### config.mk
export PLATFORM = sky130hd
export DESIGN_NAME = irq_pending_ctrl_flat
export DESIGN_NICKNAME = d
export VERILOG_FILES = /design/src/rtl/irq_pending_ctrl_if.sv /design/src/rtl/irq_pending_ctrl.sv /design/src/flat_wrapper.sv
export SDC_FILE = /design/constraint.sdc
export NUM_CORES = 1
export LEC_CHECK = 0
export ABC_AREA = 1
export BUFFER_PORTS_ARGS = -buffer_cell sky130_fd_sc_hd__buf_2
export CAP_MARGIN = 10
export CELL_PAD_IN_SITES_DETAIL_PLACEMENT = 1
export CELL_PAD_IN_SITES_GLOBAL_PLACEMENT = 2
export CORE_MARGIN = 2
export CORE_UTILIZATION = 33
export CTS_BUF_LIST = sky130_fd_sc_hd__clkbuf_8
export CTS_CLUSTER_SIZE = 40
export DETAILED_ROUTE_END_ITERATION = 8
export GPL_TIMING_DRIVEN = 1
export PLACE_DENSITY = 0.92
export SYNTH_ARGS = -nofsm -noshare
export SYNTH_HDL_FRONTEND = slang
export SYNTH_SLANG_ARGS = --single-unit
### constraint.sdc
create_clock -name clk -period 1.25 [get_ports clk]
set_input_delay 0.1875 -clock clk [delete_from_list [all_inputs] [get_ports clk]]
set_output_delay 0.1875 -clock clk [all_outputs]
set_load 0.03 [all_outputs]
### src/rtl/irq_pending_ctrl_if.sv
// Interrupt front-end bus: request lines and mask port from the system, the
// encoder loop (pe_d out, pe_y/pe_valid back), the CPU req/ack pair and
// status readback.
//
// Handshake: irq_req/irq_ack. The slave raises irq_req with irq_id and holds
// both stable until irq_ack is sampled high on a rising clk edge while irq_req=1.
// That edge completes the transfer. irq_ack seen while irq_req=0 is ignored.
// No transfer happens on an edge where either signal is low.
interface irq_pending_ctrl_if;
  logic [3:0] irq_in;
  logic       mask_we;
  logic [3:0] mask_wdata;
  logic [3:0] pe_d;
  logic [1:0] pe_y;
  logic       pe_valid;
  logic       irq_req;
  logic [1:0] irq_id;
  logic       irq_ack;
  logic [3:0] pending;
  logic [3:0] mask;
  logic [1:0] state_dbg;

  // System / CPU / encoder side.
  modport master (
    output irq_in, mask_we, mask_wdata, pe_y, pe_valid, irq_ack,
    input  pe_d, irq_req, irq_id, pending, mask, state_dbg
  );

  // Interrupt controller side.
  modport slave (
    input  irq_in, mask_we, mask_wdata, pe_y, pe_valid, irq_ack,
    output pe_d, irq_req, irq_id, pending, mask, state_dbg
  );
endinterface

### src/rtl/irq_pending_ctrl.sv
// Interrupt pending controller. It synchronises and edge-detects four
// request lines and latches the edges into a pending register. The masked
// pending vector goes to an external priority encoder. The controller
// presents the encoder's choice to the CPU, one interrupt at a time, over
// irq_req/irq_ack. SYNC_STAGES is intended to be 2..4.
module irq_pending_ctrl #(
  parameter int SYNC_STAGES = 2
) (
  input  logic               clk,
  input  logic               rst_n,
  irq_pending_ctrl_if.slave  bus
);

  typedef enum logic [1:0] {
    ST_IDLE    = 2'd0,
    ST_ASSERT  = 2'd1,
    ST_HOLDOFF = 2'd2
  } state_t;

  state_t     state;
  state_t     state_n;

  logic [3:0] sync_q [SYNC_STAGES];
  logic [3:0] sync_out;
  logic [3:0] prev_q;
  logic [3:0] rise;

  logic [3:0] pending_q;
  logic [3:0] mask_q;
  logic       irq_req_q;
  logic [1:0] irq_id_q;

  logic       load_id;
  logic       ack_take;
  logic [3:0] clr_vec;

  // Synchroniser chain for every request line. Stage 0 samples the async pin.
  always_ff @(posedge clk or negedge rst_n) begin
    if (!rst_n) begin
      for (int s = 0; s < SYNC_STAGES; s++) begin
        sync_q[s] <= '0;
      end
    end else begin
      sync_q[0] <= bus.irq_in;
      for (int s = 1; s < SYNC_STAGES; s++) begin
        sync_q[s] <= sync_q[s-1];
      end
    end
  end

  assign sync_out = sync_q[SYNC_STAGES-1];

  // History of the synchronised lines, used to find rising edges.
  always_ff @(posedge clk or negedge rst_n) begin
    if (!rst_n) begin
      prev_q <= '0;
    end else begin
      prev_q <= sync_out;
    end
  end

  // prev resets to 0, so a line that is already high at reset release gives one rise.
  assign rise = sync_out & ~prev_q;

  // Software mask register. Masking only hides pending bits and never clears them.
  always_ff @(posedge clk or negedge rst_n) begin
    if (!rst_n) begin
      mask_q <= '0;
    end else if (bus.mask_we) begin
      mask_q <= bus.mask_wdata;
    end
  end

  // Pending register. OR-ing rise in after the clear means a fresh edge on
  // the bit being acknowledged wins and is served again later.
  always_ff @(posedge clk or negedge rst_n) begin
    if (!rst_n) begin
      pending_q <= '0;
    end else begin
      pending_q <= (pending_q & ~clr_vec) | rise;
    end
  end

  // FSM state register.
  always_ff @(posedge clk or negedge rst_n) begin
    if (!rst_n) begin
      state <= ST_IDLE;
    end else begin
      state <= state_n;
    end
  end

  // Next-state logic. HOLDOFF is a single cycle. The encoder then sees
  // pending with the acknowledged bit already removed.
  always_comb begin
    state_n = state;
    case (state)
      ST_IDLE:    if (bus.pe_valid) state_n = ST_ASSERT;
      ST_ASSERT:  if (bus.irq_ack)  state_n = ST_HOLDOFF;
      ST_HOLDOFF: state_n = ST_IDLE;
      default:    state_n = ST_IDLE;
    endcase
  end

  // FSM decode: when to capture the encoder result and which bit the ack clears.
  always_comb begin
    load_id  = 1'b0;
    ack_take = 1'b0;
    clr_vec  = '0;
    case (state)
      ST_IDLE:   load_id  = bus.pe_valid;
      ST_ASSERT: ack_take = bus.irq_ack;
      default: begin
        load_id  = 1'b0;
        ack_take = 1'b0;
      end
    endcase
    if (ack_take) begin
      clr_vec = 4'b0001 << irq_id_q;
    end
  end

  // Registered CPU-side outputs. irq_req mirrors "next state is ASSERT" so it
  // is high exactly while the FSM sits in ASSERT. irq_id is frozen outside IDLE.
  always_ff @(posedge clk or negedge rst_n) begin
    if (!rst_n) begin
      irq_req_q <= 1'b0;
      irq_id_q  <= '0;
    end else begin
      irq_req_q <= (state_n == ST_ASSERT);
      if (load_id) begin
        irq_id_q <= bus.pe_y;
      end
    end
  end

  assign bus.pe_d      = pending_q & ~mask_q;
  assign bus.pending   = pending_q;
  assign bus.mask      = mask_q;
  assign bus.irq_req   = irq_req_q;
  assign bus.irq_id    = irq_id_q;
  assign bus.state_dbg = state;

endmodule

### src/flat_wrapper.sv
// flat-port wrapper written by rule: the top's interface ports become plain ports
module irq_pending_ctrl_flat 
#(
  parameter int SYNC_STAGES = 2
)
  (clk, rst_n, bus_irq_in, bus_mask_we, bus_mask_wdata, bus_pe_y, bus_pe_valid, bus_irq_ack, bus_pe_d, bus_irq_req, bus_irq_id, bus_pending, bus_mask, bus_state_dbg);
  irq_pending_ctrl_if bus_i ();
  input  logic clk;
  input  logic rst_n;
  input wire logic [$bits(bus_i.irq_in)-1:0] bus_irq_in;
  input wire logic [$bits(bus_i.mask_we)-1:0] bus_mask_we;
  input wire logic [$bits(bus_i.mask_wdata)-1:0] bus_mask_wdata;
  input wire logic [$bits(bus_i.pe_y)-1:0] bus_pe_y;
  input wire logic [$bits(bus_i.pe_valid)-1:0] bus_pe_valid;
  input wire logic [$bits(bus_i.irq_ack)-1:0] bus_irq_ack;
  output wire logic [$bits(bus_i.pe_d)-1:0] bus_pe_d;
  output wire logic [$bits(bus_i.irq_req)-1:0] bus_irq_req;
  output wire logic [$bits(bus_i.irq_id)-1:0] bus_irq_id;
  output wire logic [$bits(bus_i.pending)-1:0] bus_pending;
  output wire logic [$bits(bus_i.mask)-1:0] bus_mask;
  output wire logic [$bits(bus_i.state_dbg)-1:0] bus_state_dbg;
  assign bus_i.irq_in = bus_irq_in;
  assign bus_i.mask_we = bus_mask_we;
  assign bus_i.mask_wdata = bus_mask_wdata;
  assign bus_i.pe_y = bus_pe_y;
  assign bus_i.pe_valid = bus_pe_valid;
  assign bus_i.irq_ack = bus_irq_ack;
  assign bus_pe_d = bus_i.pe_d;
  assign bus_irq_req = bus_i.irq_req;
  assign bus_irq_id = bus_i.irq_id;
  assign bus_pending = bus_i.pending;
  assign bus_mask = bus_i.mask;
  assign bus_state_dbg = bus_i.state_dbg;
  irq_pending_ctrl #(.SYNC_STAGES(SYNC_STAGES)) u_core (.clk(clk), .rst_n(rst_n), .bus(bus_i));
endmodule
==> impl_metrics.toml, run 1 <==
[sta]
slew_headroom_pct = 64.1
max_freq_mhz = 866
final.setup.tns_ps = 0
finalHoldViolCount = 0
setup_viol = 0
post-route-period-util_pct = 92.4
fin_skew_ps = 2.60
fin_crit_ps = 1160
worstMarginPinSlew_ps = 538
rsz0062_at_grt = "no"
final_max_slew_viol_count = 0

[clocking]
numCtsBuffers = 3
cts_sinks = 25
htreeDepth = 1
cts_max_path_buffers = 2
root_buffer = "clkbuf_8"
cts_resized = 0
cts_tree = "built"
insertion_delay_ps = 270
path_clk_slew_ps = 80

[yosys]
syn_nets = 88
ys_warn_count = 0
synth_cell_type_count = 10
syn_area_per_cell_sq_um = 11.8
synth_seq_cells = 25
syn_area_sq_um = 865
seq_area_frac_synth_pct = 72.4
syn_inst = 73

[routing]
avgRoutedWirePerCell_um = 11.1
postRouteAntennaNets = 0
wl_mm = 1.55
routed_via_density = 4.35
drt-initial-drc-count = 2
dr.pass1.iters = 2
drc = 0
num_vias = 604

[cells_and_area]
drive_above_1_share_pct = 37.6
multi_input_area_sq_um = 194
fin_area_sq_um = 1110
antenna_cells = 0
syn2layout_area_growth_pct = 28.8
seq_area_sq_um = 626
nets = 125
layoutNonFillerInstCount = 139
fin_util_pct = 44.9
n_fill_cell = 288

[place]
place_inst = 134
place_hpwl_mm = 1.21
place_area_sq_um = 1060
port_buffers = 31
gp_congestion = 0.830

[worst_setup_path]
required_ps = 1060
critPathArrivalTime_ps = 970
endpoint_kind = "output pin"
crit_type = "reg2out"
crit_fanout = 2
start_kind = "register"

[global_routing]
grt_start_max_net_pins = 26
grt_pass1_wl_mm = 2.57
grt_pass1_vias = 633
grt_overflow_total = 0
track_usage_pct = 12.6
antenna_found_initial = 0

[pwr]
p_int_mw = 1.35
switchingPower_mw = 0.799
ir_worst_vdd_mv = 0.904
total_power_mw = 2.15
switching_share_pct = 37.1
combPwrFrac_pct = 31.1
p_seq_share_pct = 47.3
pwr-share-clk_pct = 21.6
power_density_nw_per_um2 = 1930
p_leak_nw = 0.596

[floorplan]
fp-row-count = 18
core-area_sq_um = 2480
die_area_sq_um = 3050
start_util_pct = 34.9
io_pins = 32
dieWidth_um = 55.2
die_h_um = 55.2

[job]
maxCapViolations = 0

[hold_path]
hold_path.class = "in2reg"

[status]
status = "completed"
metrics by stage:
step	setup WS (ps)	hold WS, ps
after floorplan	75.0	-108
after global placement	326	200
after detailed placement	235	205
after CTS	66.9	7.58
after global routing	23.0	1.02
final	94.8	20.2
power groups by stage:
| stage | logic [mW] | clock network (mW) | registers, mW |
|---|---|---|---|
| final | 0.669 | 0.464 | 1.02 |
| after global routing | 0.741 | 0.523 | 1.04 |
| after CTS | 0.682 | 0.493 | 1.02 |
| after floorplan | 0.253 | 0 | 1.23 |
| after global placement | 0.665 | 0 | 1.03 |
| after detailed placement | 0.680 | 0 | 1.04 |
cell type report:
cell class              count  area share (%)
repair buffers             32            14.8
well taps                  30            3.37
flip-flops and latches     25            56.2
inverters                  12            4.04
clock buffers               3            3.71
multi-input cells          36            17.4
clock inverters             1           0.449
cells in the final DEF (no fill, tap or decap):
cell and n:
buf_2 31, clkbuf_8 3, clkinv_2 1, dfrtp_1 25
dlygate4sd3_1 1, inv_1 12, mux2_2 4, nand2_1 18
nand3_1 2, nand3_2 1, nor2_1 4, nor2_2 1
o21ai_0 2, o21bai_1 4
per-layer routing:
layer | global-route usage [%] | routed length (um) | share of wire, % | vias to the layer above
li1 | - | - | - | 293
met1 | 13.2 | 622 | 40 | 287
met2 | 22.0 | 785 | 51 | 21
met3 | 3.23 | 108 | 7.0 | 3
met4 | 8.13 | 28 | 1.8 | 0
met5 | 0 | 0 | 0 | -
cell families (layout without fill, tap and decap cells):
group	after synthesis	in the layout	synth area share, %
simple gates	26	26	12.6
buf+inv	12	48	5.21
compound gates	6	6	4.63
mux	4	4	5.21
flops	25	25	72.4
Yosys cell counts:
cell / count / area share, %
dfrtp_1: 25 / 72
nand2_1: 18 / 7.8
nand3_2: 1 / 1.2
nor2_2: 1 / 0.72
inv_1: 12 / 5.2
mux2_2: 4 / 5.2
nand3_1: 2 / 1.2
o21ai_0: 2 / 1.2
nor2_1: 4 / 1.7
o21bai_1: 4 / 3.5
sequential cells by signal, indices dropped and copies added (netlist names):
signal / cells
u_core.sync_q: 4
u_core.bus.irq_req: 1
u_core.sync_out: 4
u_core.bus.pending: 4
u_core.bus.state_dbg: 2
u_core.prev_q: 4
u_core.bus.irq_id: 2
u_core.bus.mask: 4
timing repair:
item | CTS | global route
hold buffers | 1 | 0
setup buffers | 0 | 0
hold endpoints to repair | 25 | 0
final timing paths:
check	cells after the start	start	to	slack, ps
max	3	u_core.bus.pending[3]$_DFF_PN0_	bus_pe_d[3]	90
min	1	bus_irq_in[0]	u_core.sync_q[4]$_DFF_PN0_	20
max reg2reg	4	u_core.bus.state_dbg[1]$_DFF_PN0_	u_core.bus.pending[3]$_DFF_PN0_	260
min reg2reg	0	u_core.sync_q[6]$_DFF_PN0_	u_core.sync_out[2]$_DFF_PN0_	350
max in group asynchronous	2	rst_n	u_core.bus.irq_req$_DFF_PN0_	460
min in group asynchronous	2	rst_n	u_core.sync_out[2]$_DFF_PN0_	430
worst max-delay path, cell delays in order, from the launching register on:
cell,delay [ps]
dfrtp_1,360
inv_1,70
nor2_1,80
buf_2,200
No activity file was read; power rests on OpenSTA's default activity.
==> run 2: changes to the inputs <==
--- a/config.mk
+++ b/config.mk
@@ -5,18 +5,17 @@
 export SDC_FILE = /design/constraint.sdc
 export NUM_CORES = 1
 export LEC_CHECK = 0
-export ABC_AREA = 1
 export BUFFER_PORTS_ARGS = -buffer_cell sky130_fd_sc_hd__buf_2
 export CAP_MARGIN = 10
 export CELL_PAD_IN_SITES_DETAIL_PLACEMENT = 1
 export CELL_PAD_IN_SITES_GLOBAL_PLACEMENT = 2
 export CORE_MARGIN = 2
-export CORE_UTILIZATION = 33
+export CORE_UTILIZATION = 32
 export CTS_BUF_LIST = sky130_fd_sc_hd__clkbuf_8
 export CTS_CLUSTER_SIZE = 40
 export DETAILED_ROUTE_END_ITERATION = 8
 export GPL_TIMING_DRIVEN = 1
-export PLACE_DENSITY = 0.92
+export PLACE_DENSITY = 0.86
 export SYNTH_ARGS = -nofsm -noshare
 export SYNTH_HDL_FRONTEND = slang
 export SYNTH_SLANG_ARGS = --single-unit
==> constraint.sdc (replaced) <==
create_clock -name clk -period 1.3 [get_ports clk]
set_input_delay 0.195 -clock clk [delete_from_list [all_inputs] [get_ports clk]]
set_output_delay 0.195 -clock clk [all_outputs]
set_load 0.03 [all_outputs]
==> run 2 against run 1 <==
Net effect:
- die area is 1.9% higher
- combinational power is 3.9% higher
- setup slack better by 6.5 ps
- sequential power barely moved
- cell area did not move
- clock power down 5.8%
- flip-flop and latch count did not move
- cell count down 10%
- global-route usage fell by 0.11 points
- critical path type unchanged
- critical endpoint is now bus_pe_d[1]
==> impl_metrics.toml, run 2 <==
[status]
status = "completed"

[global_routing]
antenna_found_initial = 0
grt_overflow_total = 0
grt_pass1_vias = 608
grt_start_max_net_pins = 26
grt_pass1_wl_mm = 2.97
track_usage_pct = 12.4

[yosys]
yosys.area.top_type = "dfrtp_1"
synth_commonest_cells = "dfrtp_1, inv_1, mux2_1"
seq_area_frac_synth_pct = 73.1
synth_seq_cells = 25
syn_nets = 73
synth.area.top_cells = "dfrtp_1, mux2_1, o221ai_1"
synth_cell_type_count = 12
syn_area_sq_um = 856
yosysMostFrequentCell = "dfrtp_1"
async_flop_share_pct = 100
synth-edff-count = 0
syn_area_per_cell_sq_um = 14.8
synth_top_area_share_pct = 73.1
syn_inst = 58
ys_warn_count = 0
synth_flop_cell = "dfrtp_1"

[cells_and_area]
final_cell_mix = "buf_2, dfrtp_1, inv_1"
fin_area_sq_um = 1110
n_fill_cell = 277
multi_input_area_sq_um = 200
syn2layout_area_growth_pct = 30.1
antenna_cells = 0
seq_area_sq_um = 626
nets = 111
drive_above_1_share_pct = 37.9
final_common_cell = "buf_2"

[routing]
avgRoutedWirePerCell_um = 13.4
postRouteAntennaNets = 0
num_vias = 564
routed_via_density = 4.51
dr.pass1.iters = 4
drc = 0
drt-initial-drc-count = 10
wl_mm = 1.68

[sta]
fin_skew_ps = 0.994
final_max_slew_viol_count = 0
max_freq_mhz = 834
slew_headroom_pct = 64.6
fin_crit_ps = 1200
setup_viol = 0
final.setup.tns_ps = 0
worstMarginPinSlew_ps = 531
setup_slack_ps = 101
post-route-period-util_pct = 92.2
whs_ps = 34.8
finalHoldViolCount = 0
rsz0062_at_grt = "no"

[worst_setup_path]
reg2reg_slack_ps = 160
crit_type = "reg2out"
slowest_delay_ps = 370
endpoint_kind = "output pin"
start_kind = "register"
required_ps = 1110
path_cells = "inv_1 -> nor2_1 -> buf_2"
reg2reg_depth = 2
critPathSlowestCell = "dfrtp_1"
r2r_end = "u_core.bus.irq_id[0]$_DFFE_PN0P_"
crit_fanout = 3
critPathArrivalTime_ps = 1000
reg2reg_from = "u_core.bus.state_dbg[1]$_DFF_PN0_"

[floorplan]
die_area_sq_um = 3100
dieWidth_um = 55.7
io_pins = 32
core-area_sq_um = 2500
fp-row-count = 18
start_util_pct = 34.2
die_h_um = 55.7

[clocking]
cts_tree = "built"
post-cts-setup-buffer-count = 0
numCtsBuffers = 3
root_buffer = "clkbuf_8"
cts_max_path_buffers = 2
insertion_delay_ps = 260
cts_sinks = 25
path_clk_slew_ps = 80
htreeDepth = 1

[pwr]
p_leak_nw = 0.575
power_density_nw_per_um2 = 1920
ir_worst_vdd_mv = 1.24
total_power_mw = 2.13

[place]
port_buffers = 31
place_ws_ps = 157
place_area_sq_um = 1060
gp_congestion = 0.769
place_hpwl_mm = 1.30

[job]
maxCapViolations = 0

[hold_path]
hold-path-cell-count = 1
hold_path.class = "in2reg"
min_to = "u_core.sync_q[5]$_DFF_PN0_"
hold_start = "bus_irq_in[1]"
-- run 2: cell types whose count changed in the layout (fill, tap and decap cells not counted), moves of 3 or more --
cell / change
mux2_1: +6
o21bai_1: -4
o221ai_1: +4
mux2_2: -4
inv_1: -3
nand2_1: -16
-- run 2: report_power, final --
part | switching (mW) | leakage, nW | internal, mW
logic | 0.456 | 0.265 | 0.239
clock network | 0.226 | 0.0269 | 0.211
registers | 0.100 | 0.283 | 0.901
-- run 2: layer usage --
metal	part of all wire, %	GRT usage [%]	vias up
li1	-	-	269
met4	1.6	7.32	0
met2	44	17.3	27
met5	0	0	-
met3	8.1	3.26	2
met1	46	17.3	266
-- run 2: critical path, delay by kind of cell, from the launching register on --
kind | cells | cell delay, ps
buffers and inverters | 2 | 280
DFF | 1 | 370
and+or+nand+nor | 1 | 100
-- run 2: repair_timing --
| action | in CTS | in global routing |
|---|---|---|
| setup endpoints to repair | 0 | 1 |
| resized for setup | 0 | 2 |
| endpoints found under the hold margin | 25 | 0 |
| hold buffers | 1 | 0 |
-- run 2: area by class of cell --
type	instances	area share, %
clock buffer	3	3.71
clock inverter	1	0.337
inverter	8	2.70
multi-input combinational	25	18.0
sequential	25	56.2
tap	30	3.37
timing repair buffer	33	15.7
-- run 2: worst max path at each step --
stage          cells past startpoint                               end                               from  slack [ps]
3_5_place_dp                       2  u_core.bus.irq_id[0]$_DFFE_PN0P_  u_core.bus.state_dbg[1]$_DFF_PN0_         160
3_3_place_gp                       2  u_core.bus.irq_id[1]$_DFFE_PN0P_  u_core.bus.state_dbg[1]$_DFF_PN0_         200
4_1_cts                            3                       bus_pe_d[1]    u_core.bus.pending[1]$_DFF_PN0_          90
2_1_floorplan                      2  u_core.bus.irq_id[0]$_DFFE_PN0P_  u_core.bus.state_dbg[0]$_DFF_PN0_          60
5_1_grt                            3                       bus_pe_d[1]    u_core.bus.pending[1]$_DFF_PN0_           5
6_report                           3                       bus_pe_d[1]    u_core.bus.pending[1]$_DFF_PN0_         100
-- run 2: logic make-up (layout without fill, tap and decap cells) --
group,count (synthesis),after routing,share of synthesized area (%)
mux,6,6,7.89
flops,25,25,73.1
simple gates,13,13,9.65
buf+inv,8,45,3.51
compound gates,6,6,5.85
-- run 2: metrics by stage --
stage | instances | utilization (%)
after global placement | 120 | 42.2
after global routing | 125 | 44.5
after floorplan | 58 | -
after detailed placement | 120 | 42.2
final | 125 | 44.5
after CTS | 125 | 44.4
